### config.mk
export PLATFORM = sky130hd
export DESIGN_NAME = sot_capture_fifo_mc
export DESIGN_NICKNAME = d
export VERILOG_FILES = /design/src/rtl/sot_capture_fifo_mc.sv
export SDC_FILE = /design/constraint.sdc
export NUM_CORES = 1
export LEC_CHECK = 0
export BUFFER_PORTS_ARGS = -buffer_cell sky130_fd_sc_hd__buf_2
export CORE_MARGIN = 4
export CORE_UTILIZATION = 30
export CTS_BUF_LIST = sky130_fd_sc_hd__clkbuf_2 sky130_fd_sc_hd__clkbuf_4 sky130_fd_sc_hd__clkbuf_8
export DETAILED_ROUTE_END_ITERATION = 8
export GPL_ROUTABILITY_DRIVEN = 0
export HOLD_SLACK_MARGIN = 0.08
export RECOVER_POWER = 25
export SYNTH_ARGS = -nofsm -noshare
export SYNTH_HDL_FRONTEND = slang
export SYNTH_SLANG_ARGS = --single-unit
### constraint.sdc
create_clock -name S_AXI_ACLK -period 5.1 [get_ports S_AXI_ACLK]
set_input_delay 0.255 -clock S_AXI_ACLK [delete_from_list [all_inputs] [get_ports S_AXI_ACLK]]
set_output_delay 0.255 -clock S_AXI_ACLK [all_outputs]
set_load 0.02 [all_outputs]
### src/rtl/sot_capture_fifo_mc.sv
// sot_capture_fifo_mc
//   Multi-channel start-of-trigger capture FIFO for bitslip alignment.
//   Each channel stores the non-zero words it sees during a capture session,
//   shows the newest word on data_out, and raises locked once the same word
//   has repeated LOCK_CNT times. A single pop port returns any channel's
//   history oldest-first.
//   Optional macro SOT_HOLD_ON_DISABLE_EN: dropping bitslip_ena freezes the
//   channels, which stay poppable. The clear happens once, when the enable
//   rises again. Without the macro, a low enable clears every cycle.
module sot_capture_fifo_mc #(
   parameter int DATA_W   = 8,
   parameter int DEPTH    = 4,
   parameter int N_CH     = 1,
   parameter int LOCK_CNT = 8,
   localparam int CNT_W   = $clog2(DEPTH + 1),
   localparam int CH_W    = (N_CH > 1) ? $clog2(N_CH) : 1
) (
   input  logic                   S_AXI_ACLK,
   input  logic                   S_AXI_ARESETN,
   input  logic                   bitslip_ena,
   input  logic [N_CH*DATA_W-1:0] data_in_sot,
   output logic [N_CH*DATA_W-1:0] data_out,
   output logic [N_CH*CNT_W-1:0]  fill_level,
   output logic [N_CH-1:0]        full,
   output logic [N_CH-1:0]        overflow,
   output logic [N_CH-1:0]        locked,
   input  logic                   rd_en,
   input  logic [CH_W-1:0]        rd_ch,
   output logic [DATA_W-1:0]      rd_data,
   output logic                   rd_valid
);
   localparam int               PTR_W    = $clog2(DEPTH);
   localparam logic [PTR_W-1:0] PTR_LAST = PTR_W'(DEPTH - 1);
   localparam logic [CNT_W-1:0] FILL_MAX = CNT_W'(DEPTH);
   localparam logic [7:0]       LOCK_MAX = 8'(LOCK_CNT);
   localparam logic [CH_W:0]    N_CH_L   = N_CH[CH_W:0];

   logic [DATA_W-1:0] mem      [N_CH][DEPTH];
   logic [PTR_W-1:0]  head     [N_CH];
   logic [PTR_W-1:0]  tail     [N_CH];
   logic [CNT_W-1:0]  fill_q   [N_CH];
   logic [DATA_W-1:0] last_q   [N_CH];
   logic [7:0]        lock_q   [N_CH];
   logic [N_CH-1:0]   full_q, ovf_q, locked_q;

   logic              clear, wr_allow, ch_ok;
   logic [DATA_W-1:0] word     [N_CH];
   logic [N_CH-1:0]   push, pop;
   logic [CNT_W-1:0]  fill_nxt [N_CH];
   logic [7:0]        lock_nxt [N_CH];
   logic [DATA_W-1:0] pop_word;

   function automatic logic [PTR_W-1:0] ptr_inc(input logic [PTR_W-1:0] p);
      return (p == PTR_LAST) ? '0 : p + PTR_W'(1);
   endfunction

`ifdef SOT_HOLD_ON_DISABLE_EN
   logic ena_q;

   // Previous enable, so a new capture session clears exactly once
   always_ff @(posedge S_AXI_ACLK) begin
      if (!S_AXI_ARESETN) ena_q <= 1'b0;
      else                ena_q <= bitslip_ena;
   end

   assign clear    = bitslip_ena & ~ena_q;
   assign wr_allow = bitslip_ena &  ena_q;
`else
   assign clear    = ~bitslip_ena;
   assign wr_allow = bitslip_ena;
`endif

   // Per-channel push/pop decode, next fill level and next lock count
   always_comb begin
      // NOTE: every comb output gets a default before any branch, so no latch is inferred.
      ch_ok    = ({1'b0, rd_ch} < N_CH_L);
      pop_word = '0;
      for (int c = 0; c < N_CH; c++) begin
         word[c] = data_in_sot[c*DATA_W +: DATA_W];
         push[c] = wr_allow && (word[c] != '0);
         pop[c]  = rd_en && ch_ok && (rd_ch == CH_W'(c)) && (fill_q[c] != '0);
         if (pop[c]) pop_word = mem[c][head[c]];

         fill_nxt[c] = fill_q[c];
         if (push[c] && !pop[c] && (fill_q[c] != FILL_MAX))
            fill_nxt[c] = fill_q[c] + CNT_W'(1);
         else if (pop[c] && !push[c])
            fill_nxt[c] = fill_q[c] - CNT_W'(1);

         lock_nxt[c] = lock_q[c];
         if (push[c]) begin
            if ((word[c] == last_q[c]) && (lock_q[c] != '0))
               lock_nxt[c] = (lock_q[c] == LOCK_MAX) ? LOCK_MAX : lock_q[c] + 8'd1;
            else
               lock_nxt[c] = 8'd1;
         end
      end
   end

   // Pack per-channel registers onto the flat output buses
   always_comb begin
      data_out   = '0;
      fill_level = '0;
      for (int c = 0; c < N_CH; c++) begin
         data_out[c*DATA_W +: DATA_W]  = last_q[c];
         fill_level[c*CNT_W +: CNT_W] = fill_q[c];
      end
   end

   assign full     = full_q;
   assign overflow = ovf_q;
   assign locked   = locked_q;

   // Capture, drop-oldest, pop and lock state for every channel
   always_ff @(posedge S_AXI_ACLK) begin
      // NOTE: non-blocking assignments here, so every register sees pre-edge values.
      if (!S_AXI_ARESETN || clear) begin
         for (int c = 0; c < N_CH; c++) begin
            // NOTE: the storage is cleared too, because a new session must never replay stale words.
            for (int i = 0; i < DEPTH; i++) mem[c][i] <= '0;
            head[c]   <= '0;
            tail[c]   <= '0;
            fill_q[c] <= '0;
            last_q[c] <= '0;
            lock_q[c] <= '0;
         end
         full_q   <= '0;
         ovf_q    <= '0;
         locked_q <= '0;
         rd_data  <= '0;
         rd_valid <= 1'b0;
      end else begin
         for (int c = 0; c < N_CH; c++) begin
            if (push[c]) begin
               mem[c][tail[c]] <= word[c];
               tail[c]         <= ptr_inc(tail[c]);
               last_q[c]       <= word[c];
            end
            // The head moves on a pop, or when a push into a full channel drops the oldest entry
            if (pop[c] || (push[c] && (fill_q[c] == FILL_MAX)))
               head[c] <= ptr_inc(head[c]);
            if (push[c] && !pop[c] && (fill_q[c] == FILL_MAX))
               ovf_q[c] <= 1'b1;
            fill_q[c]   <= fill_nxt[c];
            full_q[c]   <= (fill_nxt[c] == FILL_MAX);
            lock_q[c]   <= lock_nxt[c];
            locked_q[c] <= (lock_nxt[c] == LOCK_MAX);
         end
         if (rd_en) begin
            rd_valid <= |pop;
            rd_data  <= pop_word;
         end else begin
            rd_valid <= 1'b0;
         end
      end
   end

endmodule

==> reports/results.ini, run 1 <==
[outcome]
status = complete, no violations

[global_routing]
grtUsageMet2_pct = 19.1
antenna_found_initial = 0
top_usage_layer = met2
use_met3_pct = 3.81
grt_pass1_vias = 2477
grt_pass1_wl_um = 13000
grt_max_degree = 48
met1_usage_pct = 17.4
grtUsageTotal_pct = 12.5
overflow = 0

[layout]
diodes = 0
areaGrowthSynthToFinish_pct = 13.0
fill_cells = 1120
final_nets = 402
multi_input_area_mm2 = 0.00170
ff_latch_area_mm2 = 0.00154
drive_gt1_share_pct = 15.1
utilization_pct = 35.1

[routing]
drcViolationCount = 0
first_pass_iters = 5
viasPerCell = 5.20
ant_nets = 0
vias = 2725
drtIter0Drc = 129
wire_per_inst_um = 15.5
wl_um = 8150

[hold_path]
hold_path_end = mem[0][4]
hold_path_class = in2reg
hold_depth = 3
min-delay-start = data_in_sot[4]

[floorplanning]
start_util_pct = 31.1
io_pins = 36
rows = 38
die-area_mm2 = 0.0131
die_w_um = 115
core_mm2 = 0.0110
dieHeight_um = 115

[power_and_ir_drop]
clockPowerShare_pct = 44.6
ir_drop_mv = 0.150
p_sw_share_pct = 23.6
leakage_nw = 1.31
comb_power_share_pct = 7.8
switchingPower_w = 0.000283
p_int_w = 0.000917
power_density_mw_per_mm2 = 311
seqPwrFrac_pct = 47.6

[setup_path]
max_stage_delay_ps = 520
worstPathCellList = inv_1, ha_1, nor2b_1, or3b_2, mux2i_1, or3_1, a2111oi_2
cpMaxStageDelayCell = or3b_2
worst_ep_required_time_ps = 5340
crit_type = reg2reg
start_kind = flop
cp_num_buf_inv = 1
r2r_slack_ps = 2700
r2r_start = fill_q[0][0]
crit_fanout = 6
critPathTopFamily = simple AND/OR/NAND/NOR gates
r2r_end = full
rr_worst_depth = 7
worstPathArrival_ps = 2640
endpoint_kind = flop

[logic_synthesis]
synth_nets = 381
synth-edff-count = 20
yosys.area.top_type_share_pct = 27.6
yosys.area.top_type = dfxtp_1
synth.distinct_cells = 51
yosysMostFrequentCell = dfxtp_1
yosys_most_used_dff = dfxtp_1
netlist_area_mm2 = 0.00341
ys_seq_elements = 67
synthArstFlopShare_pct = 0
yosysSeqAreaShare_pct = 45.2
syn_avg_cell_area_um2 = 9.53
synth_cells = 358
ys.warnings.count = 0
yosys-top-cells-count = 47 x dfxtp_1, 41 x nand2_1, 39 x a21oi_1
synthTopCellsByArea = dfxtp_1 28%, edfxtp_1 18%, a21oi_1 5.7%

[run]
maxCapViolCount = 0

[placed_design]
hpwlAfterDp_um = 5630
io_buffers = 35

[timing]
rsz0062_at_grt = no
hold_viol_final = 0
slew_headroom_pct = 31.3
setup_tns_ps = 0
fin_worst_skew_ps = 11.0
finalCriticalPeriod_ps = 2400
setup_viol = 0
tightest_slew_ps = 1030
final-max-slew-violation-count = 0
post-route-period-util_pct = 47.0
max_freq_mhz = 417

[cts]
clk_pin_slew_ps = 80
post_cts_resize_count = 0
clock-sinks = 67
root_buffer = clkbuf_8
post_cts.repair.setup_buffers = 0
clock_path_buffers = 2
cts_tree = yes
clock_latency_ps = 340
htree_num_levels = 3
hold_buffers = 0
numCtsBuffers = 9

[power by group through the flow]
stage	Sequential, W	Combinational (W)	Clock, W
after CTS	0.000570	0.0000947	0.000549
after global placement	0.000583	0.0000932	0
after detailed placement	0.000583	0.0000944	0
after floorplan	0.000581	0.0000674	0
final	0.000571	0.0000936	0.000535
after global routing	0.000572	0.000102	0.000575
[cell type report]
cell class / instances / share of cell area [%]
Clock buffer: 9 / 3.21
Sequential cell: 67 / 40.0
Tap cell: 140 / 4.54
Timing Repair Buffer: 37 / 4.28
Inverter: 10 / 0.973
Multi-Input combinational cell: 254 / 44.0
Clock inverter: 7 / 2.99
[cell families (layout without fill, tap and decap cells)]
family	after synthesis	in the layout	share of synthesized area, %
AND/OR/NAND/NOR	152	152	23.5
AO/OA/AOI/OAI	72	72	14.2
flip-flops	67	67	45.2
buffers and inverters	37	63	5.10
adder cells (fa/ha/maj)	10	10	3.67
XOR/XNOR	10	10	2.57
multiplexers	10	10	5.87
[cell usage in the layout, fill, tap and decap left out, types with 9 or more instances in the layout]
cell / n
buf_2: 15
nor2b_1: 9
dfxtp_1: 47
edfxtp_1: 20
and3_1: 11
xnor2_1: 10
clkbuf_8: 9
clkbuf_1: 20
nand2_1: 41
a21oi_1: 39
nand3_1: 31
inv_1: 10
and2_1: 9
nor2_1: 17
ha_1: 10
[metrics by stage]
step / instances / hold slack (ps) / setup WS (ps) / power, W / instance area (um2)
final: 524 / 241 / 2700 / 0.00120 / 3860
after global routing: 524 / 238 / 2520 / 0.00125 / 3860
after CTS: 524 / 223 / 2690 / 0.00121 / 3880
after detailed placement: 508 / 446 / 2640 / 0.000677 / 3640
after global placement: 508 / 441 / 2710 / 0.000676 / 3640
after floorplan: 358 / 433 / 2650 / 0.000649 / 3410
[per-layer routing]
metal / share of wire (%) / up-vias
li1: - / 1336
met1: 47 / 1323
met2: 46 / 62
met3: 5.4 / 4
met4: 0.86 / 0
met5: 0 / -
[flip-flops by register name, summed over array words and instances (netlist names)]
name      count
full          1
overflow      1
head          2
rd_data       8
last_q        8
locked        1
lock_q        8
mem          32
rd_valid      1
tail          2
fill_q        3
[worst max path at each step]
stage / from / end / slack, ps / depth (start not counted)
floorplan: fill_q[0][0] / full / 2650 / 8
global placement: fill_q[0][0] / full / 2710 / 7
detailed placement: bitslip_ena / mem[0][29] / 2640 / 5
CTS: fill_q[0][0] / full / 2690 / 7
global route: bitslip_ena / mem[0][31] / 2520 / 5
finish: fill_q[0][0] / full / 2700 / 7
[worst reg2reg max path, stage by stage, from the launching register on]
cell       delay, ps
dfxtp_1          430
inv_1             90
ha_1             240
nor2b_1          150
or3b_2           520
mux2i_1          180
or3_1            350
a2111oi_2        350
(Power assumes the default switching activity.)
==> inputs of run 2 (changes only) <==
==> constraint.sdc (replaced) <==
create_clock -name S_AXI_ACLK -period 2.44 [get_ports S_AXI_ACLK]
set_input_delay 0.122 -clock S_AXI_ACLK [delete_from_list [all_inputs] [get_ports S_AXI_ACLK]]
set_output_delay 0.122 -clock S_AXI_ACLK [all_outputs]
set_load 0.02 [all_outputs]
==> run 2 against run 1 <==
Compared with the run above:
- cell count grew 0.95%
- clock power grew 72%
- register-to-register slack lost 2500 ps
- utilization is essentially flat
- flip-flop and latch count is the same
- critical path depth shrank 2
- via count shrank 1.2%
- die area is the same
- largest power group unchanged
- highest routed layer unchanged
==> reports/results.ini, run 2 (same netlist as run 1, synthesis figures left out) <==
[cts]
htree_num_levels = 3
clock_latency_ps = 340
numCtsBuffers = 9
root_buffer = clkbuf_8
clock_path_buffers = 2
clk_pin_slew_ps = 70
cts_tree = yes
clock-sinks = 67

[floorplanning]
io_pins = 36
start_util_pct = 31.1
core_mm2 = 0.0110
die-area_mm2 = 0.0131
dieHeight_um = 115
die_w_um = 115
rows = 38

[placed_design]
pre_cts_ws_ps = 122
io_buffers = 35
place_inst = 513
hpwlAfterDp_um = 5770

[hold_path]
hold_path_class = in2reg

[routing]
drtIter0Drc = 155
ant_nets = 0
first_pass_iters = 4
vias = 2693
wire_per_inst_um = 15.3
drcViolationCount = 0
wl_um = 8100
viasPerCell = 5.09

[power_and_ir_drop]
ir_drop_mv = 0.225
power_density_mw_per_mm2 = 600
p_int_w = 0.00174
p_sw_share_pct = 24.8
switchingPower_w = 0.000575
comb_power_share_pct = 8.9
seqPwrFrac_pct = 51.3
leakage_nw = 1.32
clockPowerShare_pct = 39.8

[setup_path]
endpoint_kind = flop
start_kind = flop
worst_ep_required_time_ps = 2670
crit_type = reg2reg
crit_fanout = 8
worstPathArrival_ps = 2480

[layout]
largest_register_ffs = 32
largest_register = mem
final_nets = 407
layout_common_cells = 46 x dfxtp_1, 41 x nand2_1, 39 x a21oi_1, 31 x nand3_1
fill_cells = 1123
diodes = 0
areaGrowthSynthToFinish_pct = 13.1
instances_no_fill = 529
drive_gt1_share_pct = 16.5
multi_input_area_mm2 = 0.00170
ff_latch_area_mm2 = 0.00154
utilization_pct = 35.2
layout_commonest_cell = dfxtp_1

[global_routing]
grt_pass1_wl_um = 13500
overflow = 0
antenna_found_initial = 0
grt_pass1_vias = 2610
grtUsageTotal_pct = 13.0
grt_max_degree = 43

[timing]
hold_viol_final = 0
setup_viol = 0
final-max-slew-violation-count = 0
slew_headroom_pct = 47.9
whs_ps = 113
max_freq_mhz = 446
fin_worst_skew_ps = 8.08
finalCriticalPeriod_ps = 2240
post-route-period-util_pct = 91.9
layout_setup_ws_ps = 197
rsz0062_at_grt = no
setup_tns_ps = 0
tightest_slew_ps = 775

[outcome]
status = complete, no violations

[run]
maxCapViolCount = 0

-- run 2: critical path: stages (launching register included) --
cell	delay (ps)
dfxtp_1	370
or4_4	600
or3_4	410
a2111oi_4	320
o211ai_2	110
a2111oi_2	330
-- run 2: per-layer routing --
| layer | vias up | track usage (%) | wire [um] | share of wire (%) |
|---|---|---|---|---|
| met1 | 1269 | 18.8 | 3940 | 49 |
| met4 | 0 | 2.85 | 78 | 0.96 |
| met5 | - | 0 | 0 | 0 |
| li1 | 1348 | - | - | - |
| met2 | 68 | 19.3 | 3660 | 45 |
| met3 | 8 | 3.59 | 419 | 5.2 |
-- run 2: path summary, 6_finish.rpt --
kind | endpoint | depth (start not counted) | startpoint | slack (ps)
setup / recovery | locked | 5 | lock_q[0][2] | 200
hold / removal | mem[0][5] | 3 | data_in_sot[5] | 110
setup reg to reg | locked | 5 | lock_q[0][2] | 200
hold reg to reg | mem[0][3] | 2 | mem[0][3] | 460
-- run 2: stage by stage --
step / cell area, um2 / power (W)
2_1_floorplan: 3410 / 0.00136
3_3_place_gp: 3680 / 0.00142
3_5_place_dp: 3680 / 0.00142
4_1_cts: 3880 / 0.00235
5_1_grt: 3860 / 0.00242
6_report: 3860 / 0.00232
-- run 2: what timing repair did --
item                                    4_1_cts  5_1_grt
endpoints found under the hold margin         0        0
gates resized for setup                       0        1
hold buffers                                  0        0
endpoints found under the setup margin        0        1
setup buffers                                 0        0
-- run 2: layout make-up --
cell class,instances,area share [%]
clock inverter,6,1.69
multi-input combinational,254,44.0
timing repair buffer,42,5.25
clock buffer,10,3.56
sequential,67,40.0
tap,140,4.54
inverter,10,0.972
-- run 2: power by group through the flow --
stage / registers [W] / clock network, W / logic (W)
detailed placement: 0.00122 / 0 / 0.000207
CTS: 0.00119 / 0.000947 / 0.000208
finish: 0.00119 / 0.000922 / 0.000206
floorplan: 0.00122 / 0 / 0.000141
global placement: 0.00121 / 0 / 0.000204
global route: 0.00119 / 0.000994 / 0.000227
